--- config.mk ---
export PLATFORM = sky130hd
export DESIGN_NAME = regfile_wb_arbiter_flat
export DESIGN_NICKNAME = d
export VERILOG_FILES = /design/src/rtl/regfile_wb_arbiter_pkg.sv /design/src/rtl/regfile_wb_arbiter_if.sv /design/src/rtl/regfile_wb_arbiter_rr_arb2.sv /design/src/rtl/regfile_wb_arbiter.sv /design/src/flat_wrapper.sv
export SDC_FILE = /design/constraint.sdc
export NUM_CORES = 1
export LEC_CHECK = 0
export ABC_AREA = 1
export BUFFER_PORTS_ARGS = -buffer_cell sky130_fd_sc_hd__buf_2
export CAP_MARGIN = 20
export CORE_AREA = 2 2 77 79
export DETAILED_ROUTE_END_ITERATION = 8
export DIE_AREA = 0 0 79 81
export PLACE_DENSITY = 0.85
export SYNTH_ARGS = -nofsm -noshare
export SYNTH_HDL_FRONTEND = slang
export SYNTH_SLANG_ARGS = --single-unit
--- constraint.sdc ---
create_clock -name clk -period 2.6 [get_ports clk]
set_input_delay 0.52 -clock clk [delete_from_list [all_inputs] [get_ports clk]]
set_output_delay 0.52 -clock clk [all_outputs]
set_load 0.01 [all_outputs]
--- src/rtl/regfile_wb_arbiter_pkg.sv ---
// Shared types and constants for the regfile write-back arbiter.
package regfile_wb_arbiter_pkg;

  localparam int unsigned DefaultXlen = 32;
  localparam int unsigned DefaultAw   = 5;

  // Grant encoding; also the encoding of the "granted last" register.
  localparam logic GRANT_A = 1'b0;
  localparam logic GRANT_B = 1'b1;

  typedef struct packed {
    logic [DefaultAw-1:0]   rd;
    logic [DefaultXlen-1:0] wdata;
  } wb_req_t;

endpackage

--- src/rtl/regfile_wb_arbiter_if.sv ---
// Write-back sources, freeze control and regfile write pins of the arbiter.
interface regfile_wb_arbiter_if #(
  parameter int unsigned XLEN = regfile_wb_arbiter_pkg::DefaultXlen,
  parameter int unsigned AW   = regfile_wb_arbiter_pkg::DefaultAw
);

  logic            a_valid;
  logic            a_ready;
  logic [AW-1:0]   a_rd;
  logic [XLEN-1:0] a_wdata;
  logic            b_valid;
  logic            b_ready;
  logic [AW-1:0]   b_rd;
  logic [XLEN-1:0] b_wdata;
  logic            freeze;
  logic            rf_we;
  logic [AW-1:0]   rf_rd;
  logic [XLEN-1:0] rf_wdata;
  logic [2**AW-1:0] pend_mask;

  // Pipeline side: drives the write requests and freeze.
  modport master (
    output a_valid, a_rd, a_wdata, b_valid, b_rd, b_wdata, freeze,
    input  a_ready, b_ready, rf_we, rf_rd, rf_wdata, pend_mask
  );

  // Arbiter side.
  modport slave (
    input  a_valid, a_rd, a_wdata, b_valid, b_rd, b_wdata, freeze,
    output a_ready, b_ready, rf_we, rf_rd, rf_wdata, pend_mask
  );

endinterface

--- src/rtl/regfile_wb_arbiter_rr_arb2.sv ---
// Two-way round-robin grant; the "granted last" bit advances only on accept.
module regfile_wb_arbiter_rr_arb2
  import regfile_wb_arbiter_pkg::*;
(
  input  logic clk,
  input  logic rst_n,
  input  logic a_valid,
  input  logic b_valid,
  input  logic accept,
  output logic grant
);

  logic last_q, last_d;

  // Sole requester wins; a tie goes to the source not granted last.
  always_comb begin
    grant = ~last_q;
    if (a_valid && !b_valid) begin
      grant = GRANT_A;
    end else if (b_valid && !a_valid) begin
      grant = GRANT_B;
    end
  end

  // Remember the winner of each accepted write.
  always_comb begin
    last_d = last_q;
    if (accept) begin
      last_d = grant;
    end
  end

  // Reset to "B last" so A wins the first tie.
  always_ff @(posedge clk) begin
    if (!rst_n) begin
      last_q <= GRANT_B;
    end else begin
      last_q <= last_d;
    end
  end

endmodule

--- src/rtl/regfile_wb_arbiter.sv ---
// Arbitrates ALU (A) and load (B) write-backs onto the single regfile write
// port through a one-entry output stage; exports a pending-write mask.
module regfile_wb_arbiter
  import regfile_wb_arbiter_pkg::*;
#(
  parameter int unsigned XLEN = DefaultXlen,
  parameter int unsigned AW   = DefaultAw
) (
  input logic                 clk,
  input logic                 rst_n,
  regfile_wb_arbiter_if.slave bus
);

  typedef struct packed {
    logic [AW-1:0]   rd;
    logic [XLEN-1:0] wdata;
  } stage_t;

  logic   ovalid_q, ovalid_d;
  stage_t stage_q, stage_d;
  stage_t req;
  logic   grant, drain, can_load, a_acc, b_acc, accept;

  regfile_wb_arbiter_rr_arb2 u_arb (
    .clk     (clk),
    .rst_n   (rst_n),
    .a_valid (bus.a_valid),
    .b_valid (bus.b_valid),
    .accept  (accept),
    .grant   (grant)
  );

  // Handshakes and regfile pins; everything is quiet while reset is asserted
  // so a held write cannot reach the regfile in the reset cycle.
  always_comb begin
    drain       = rst_n & ovalid_q & ~bus.freeze;
    can_load    = rst_n & (~ovalid_q | drain);
    a_acc       = can_load & bus.a_valid & (grant == GRANT_A);
    b_acc       = can_load & bus.b_valid & (grant == GRANT_B);
    accept      = a_acc | b_acc;
    bus.a_ready = a_acc;
    bus.b_ready = b_acc;
    bus.rf_we   = drain;
    bus.rf_rd   = stage_q.rd;
    bus.rf_wdata = stage_q.wdata;
    bus.pend_mask = '0;
    if (ovalid_q) begin
      bus.pend_mask[stage_q.rd] = 1'b1;
    end
  end

  // Select the granted request.
  always_comb begin
    req.rd    = (grant == GRANT_A) ? bus.a_rd : bus.b_rd;
    req.wdata = (grant == GRANT_A) ? bus.a_wdata : bus.b_wdata;
  end

  // Output stage: empties on drain, loads on accept unless the target is x0.
  always_comb begin
    ovalid_d = ovalid_q;
    stage_d  = stage_q;
    if (drain) begin
      ovalid_d = 1'b0;
    end
    if (accept && (req.rd != '0)) begin
      ovalid_d = 1'b1;
      stage_d  = req;
    end
  end

  // Output stage register.
  always_ff @(posedge clk) begin
    if (!rst_n) begin
      ovalid_q <= 1'b0;
      stage_q  <= '0;
    end else begin
      ovalid_q <= ovalid_d;
      stage_q  <= stage_d;
    end
  end

endmodule

--- src/flat_wrapper.sv ---
// flat-port wrapper written by rule: the top's interface ports become plain ports
module regfile_wb_arbiter_flat import regfile_wb_arbiter_pkg::*;
#(
  parameter int unsigned XLEN = DefaultXlen,
  parameter int unsigned AW   = DefaultAw
)
  (clk, rst_n, bus_a_valid, bus_a_rd, bus_a_wdata, bus_b_valid, bus_b_rd, bus_b_wdata, bus_freeze, bus_a_ready, bus_b_ready, bus_rf_we, bus_rf_rd, bus_rf_wdata, bus_pend_mask);
  regfile_wb_arbiter_if #(.XLEN(XLEN), .AW(AW)) bus_i ();
  input logic clk;
  input logic rst_n;
  input wire logic [$bits(bus_i.a_valid)-1:0] bus_a_valid;
  input wire logic [$bits(bus_i.a_rd)-1:0] bus_a_rd;
  input wire logic [$bits(bus_i.a_wdata)-1:0] bus_a_wdata;
  input wire logic [$bits(bus_i.b_valid)-1:0] bus_b_valid;
  input wire logic [$bits(bus_i.b_rd)-1:0] bus_b_rd;
  input wire logic [$bits(bus_i.b_wdata)-1:0] bus_b_wdata;
  input wire logic [$bits(bus_i.freeze)-1:0] bus_freeze;
  output wire logic [$bits(bus_i.a_ready)-1:0] bus_a_ready;
  output wire logic [$bits(bus_i.b_ready)-1:0] bus_b_ready;
  output wire logic [$bits(bus_i.rf_we)-1:0] bus_rf_we;
  output wire logic [$bits(bus_i.rf_rd)-1:0] bus_rf_rd;
  output wire logic [$bits(bus_i.rf_wdata)-1:0] bus_rf_wdata;
  output wire logic [$bits(bus_i.pend_mask)-1:0] bus_pend_mask;
  assign bus_i.a_valid = bus_a_valid;
  assign bus_i.a_rd = bus_a_rd;
  assign bus_i.a_wdata = bus_a_wdata;
  assign bus_i.b_valid = bus_b_valid;
  assign bus_i.b_rd = bus_b_rd;
  assign bus_i.b_wdata = bus_b_wdata;
  assign bus_i.freeze = bus_freeze;
  assign bus_a_ready = bus_i.a_ready;
  assign bus_b_ready = bus_i.b_ready;
  assign bus_rf_we = bus_i.rf_we;
  assign bus_rf_rd = bus_i.rf_rd;
  assign bus_rf_wdata = bus_i.rf_wdata;
  assign bus_pend_mask = bus_i.pend_mask;
  regfile_wb_arbiter #(.XLEN(XLEN), .AW(AW)) u_core (.clk(clk), .rst_n(rst_n), .bus(bus_i));
endmodule
==> results.md <==
* Worst reg-to-reg setup slack at 420 ps
* Most common cell after layout, fill and taps aside: buf_2
* Overflow after GRT at 0
* WHS at 485.7 ps
* I/O pins at 151
* Pre-antenna DRT Iters at 4
* Vias per cell at 4.737
* Floorplan core area at 0.005675 mm²
* Post-synthesis sequential area ratio at 30.17%
* Worst-skew pair later-pin latency at 280 ps
* Cell variety after synth at 24
* Startpoint types: flop
* Combinational group share of total power at 32.1%
* CTS Hold Buffers Added at 0
* Fin nets at 649
* Type of the worst min-delay path: reg2reg
* Die Ht at 81 µm
* Via count at 3060
* Critical path's top delay family: simple AND/OR/NAND/NOR gates
* Worst hold stages at 2
* Max-slew headroom at the worst pin at 58.75%
* Synth Net Count at 512
* Worst r2r path cells at 11
* TritonCTS buffer count at 5
* Outcome: complete, no violations
* CP max-delay cell: nand2_2
* Final Cell Area at 0.003390 mm²
* Share of post-route cells with drive strength above 1 at 36.95%
* Initial antenna violation count at 0
* Cell Area, Synth at 0.002587 mm²
* Design internal power at 1.059 mW
* Starting Density at 45.59%
* Final Power at 1.607 mW
* Worst-margin pin slew at 616.6 ps
* Register Area at 780.7 µm²
* Resized cells post-CTS at 0
* Reg-to-Reg Start: u_core.u_arb.last_q
* Vias in the first global route at 2743
* Multi-input logic area at 0.001451 mm²
* Flop pwr share at 43.9%
* Met1 usage at 26.02%
* Die Wd at 79 µm
* Clk sink count at 39
* CTS clk-pin slew, worst paths at 70 ps
* CP Max Fanout at 34
* Max Freq at 459.5 MHz
* Static Leakage at 2.016 nW
* Largest net degree at the start of global routing at 37
* Most Crowded Layer GR: met2
* Setup TNS Final at 0 ps
* Count of pins over their slew limit at 0
* GRT met3 Usage at 4.667%
* NetSw at 0.5483 mW
* DR WL/cell at 11.13 µm
* Clock power share at 24.0%
* Buffers & Inverters on Critical Path at 1
* Antenna-violating nets left at 0
* Critical Path AT at 2350 ps
* Layout area overhead at 31.00%
* RR Endpoint: u_core.bus.rf_wdata[29]
* Rows at 28
* Clk buf depth at 2
* RSZ-0062 raised after global routing: no
* CTS tree: yes
* Crit path required time at 2780 ps
* First-pass GRT wire length at 11.76 mm
* Worst Hold End: u_core.bus.rf_wdata[17]
* Commonest non-fill, non-tap cells in the layout: buf_2, nand2_1, nand3_1
* Final worst path period share at 83.70%
* Die area at 0.006399 mm²
* Filler cell count at 602
* Synthesis-stage register bit count at 39
* Post-CTS Setup Inserts at 0
* GRT Overall Usage at 22.53%
* Crit. End Element: flop
* Final Skew at 6.633 ps
* H-tree depth at 2
* Routability cong. at 0.7886
* Max-cap violation count at 0
* Syn_area_per_cell at 5.976 µm²
* DP HPWL at 5.362 mm
* Tmin final at 2176 ps
* Sw Ratio at 34.12%
* Mapped Cells at 433
* Syn. warnings at 0
* DRC viols at 0
* Final hold vios at 0
* Hold path start: u_core.bus.rf_wdata[17]
* M2 GR Usage at 41.95%
* PortBufs at 150
* Root Buffer: clkbuf_8
* Crit-path max cell delay at 450 ps
* WS Path Type: reg2reg
* Peak VDD IR at 0.0002533 V
* Setup violators final at 0
* Placed cell areas at 0.003308 mm²
* Pwr dens at 474.1 mW/mm²
* # diodes at 0
* Iter 0 DRT Violations at 146
* Total routed wirelength at 7.192 mm
* Critical Path, Cell by Cell: nand2_1 -> nand2_2 -> nand2_4 -> nand2_1 -> nand2_1 -> nand3_2 -> inv_2 -> nand2_2 -> nand3_1 -> nand2_1 -> nor2_1
* Critical Path Most Common Cell: nand2_1
==> kinds of logic (layout without fill, tap and decap cells) <==
family,count (synthesis),count (layout),synth area share [%]
simple gates,308,308,53.43
buf+inv,77,215,13.73
flops,39,39,30.17
compound gates,9,9,2.660
==> cell usage after synthesis <==
cell | instances | area [µm²]
a21oi_1 | 4 | 20.02
a21oi_2 | 1 | 8.760
buf_2 | 3 | 15.01
buf_4 | 2 | 15.01
buf_6 | 7 | 78.83
clkbuf_1 | 12 | 45.04
dfxtp_1 | 39 | 780.8
inv_1 | 44 | 165.2
inv_2 | 8 | 30.03
inv_4 | 1 | 6.260
nand2_1 | 114 | 427.9
nand2_2 | 3 | 18.77
nand2_4 | 2 | 22.52
nand3_1 | 82 | 410.4
nand3_2 | 1 | 10.01
nand3b_1 | 2 | 15.01
nor2_1 | 71 | 266.5
nor2_2 | 31 | 193.9
nor2_4 | 1 | 11.26
o211ai_1 | 1 | 7.510
o21ai_0 | 1 | 5.000
o21ai_2 | 1 | 8.760
o21bai_4 | 1 | 18.77
or2_2 | 1 | 6.260
==> sequential cells by signal (all words and copies together), names as in the netlist <==
name,flops
u_core.bus.rf_rd,5
u_core.bus.rf_wdata,32
u_core.u_arb.last_q,1
u_core.ovalid_q,1
==> how the worst max path moves through the flow <==
stage | from | to | slack [ps] | cells past startpoint
finish | u_core.u_arb.last_q | u_core.bus.rf_wdata[29] | 420 | 11
global route | u_core.u_arb.last_q | u_core.bus.rf_rd[2] | 180 | 11
CTS | u_core.u_arb.last_q | u_core.bus.rf_wdata[31] | 450 | 11
detailed placement | bus_a_valid | u_core.bus.rf_wdata[29] | 160 | 12
global placement | bus_a_valid | u_core.bus.rf_wdata[31] | 250 | 12
floorplan | rst_n | u_core.bus.rf_rd[4] | 880 | 11
==> layout make-up <==
type / count / share of cell area, %
clock buffers: 7 / 2.252
clock inverters: 1 / 0.1477
inverters: 53 / 5.943
multi-input cells: 317 / 42.82
flip-flops and latches: 39 / 23.03
well taps: 75 / 2.769
repair buffers: 154 / 23.03
==> layer usage <==
layer  share of wire (%)  vias up  routed length (µm)
li1                    -     1597                   -
met1                  42     1306                3045
met2                  47      143                3411
met3                 8.3       14                 600
met4                 1.9        0                 135
met5                   0        -                   0
==> power groups by stage <==
stage / sequential (mW) / clock, mW / combinational (mW)
2_1_floorplan: 0.742 / 0 / 0.328
3_3_place_gp: 0.717 / 0 / 0.509
3_5_place_dp: 0.719 / 0 / 0.517
4_1_cts: 0.706 / 0.399 / 0.518
5_1_grt: 0.714 / 0.422 / 0.587
6_report: 0.705 / 0.386 / 0.515
==> worst reg2reg max path: cells and delay by family (launching register included) <==
family,cells,cell delay (ps)
flip-flops,1,360
AND/OR/NAND/NOR,10,1670
buffers and inverters,1,40
==> metrics by stage <==
| step | utilization (%) | worst slack [ps] | instances |
|---|---|---|---|
| after floorplan | - | 881.1 | 433 |
| after global placement | 58.29 | 254.2 | 638 |
| after detailed placement | 58.29 | 158.5 | 638 |
| after CTS | 59.72 | 447.3 | 646 |
| after global routing | 59.72 | 184.1 | 646 |
| final | 59.72 | 423.8 | 646 |
Power figures use the tool's default switching activity.
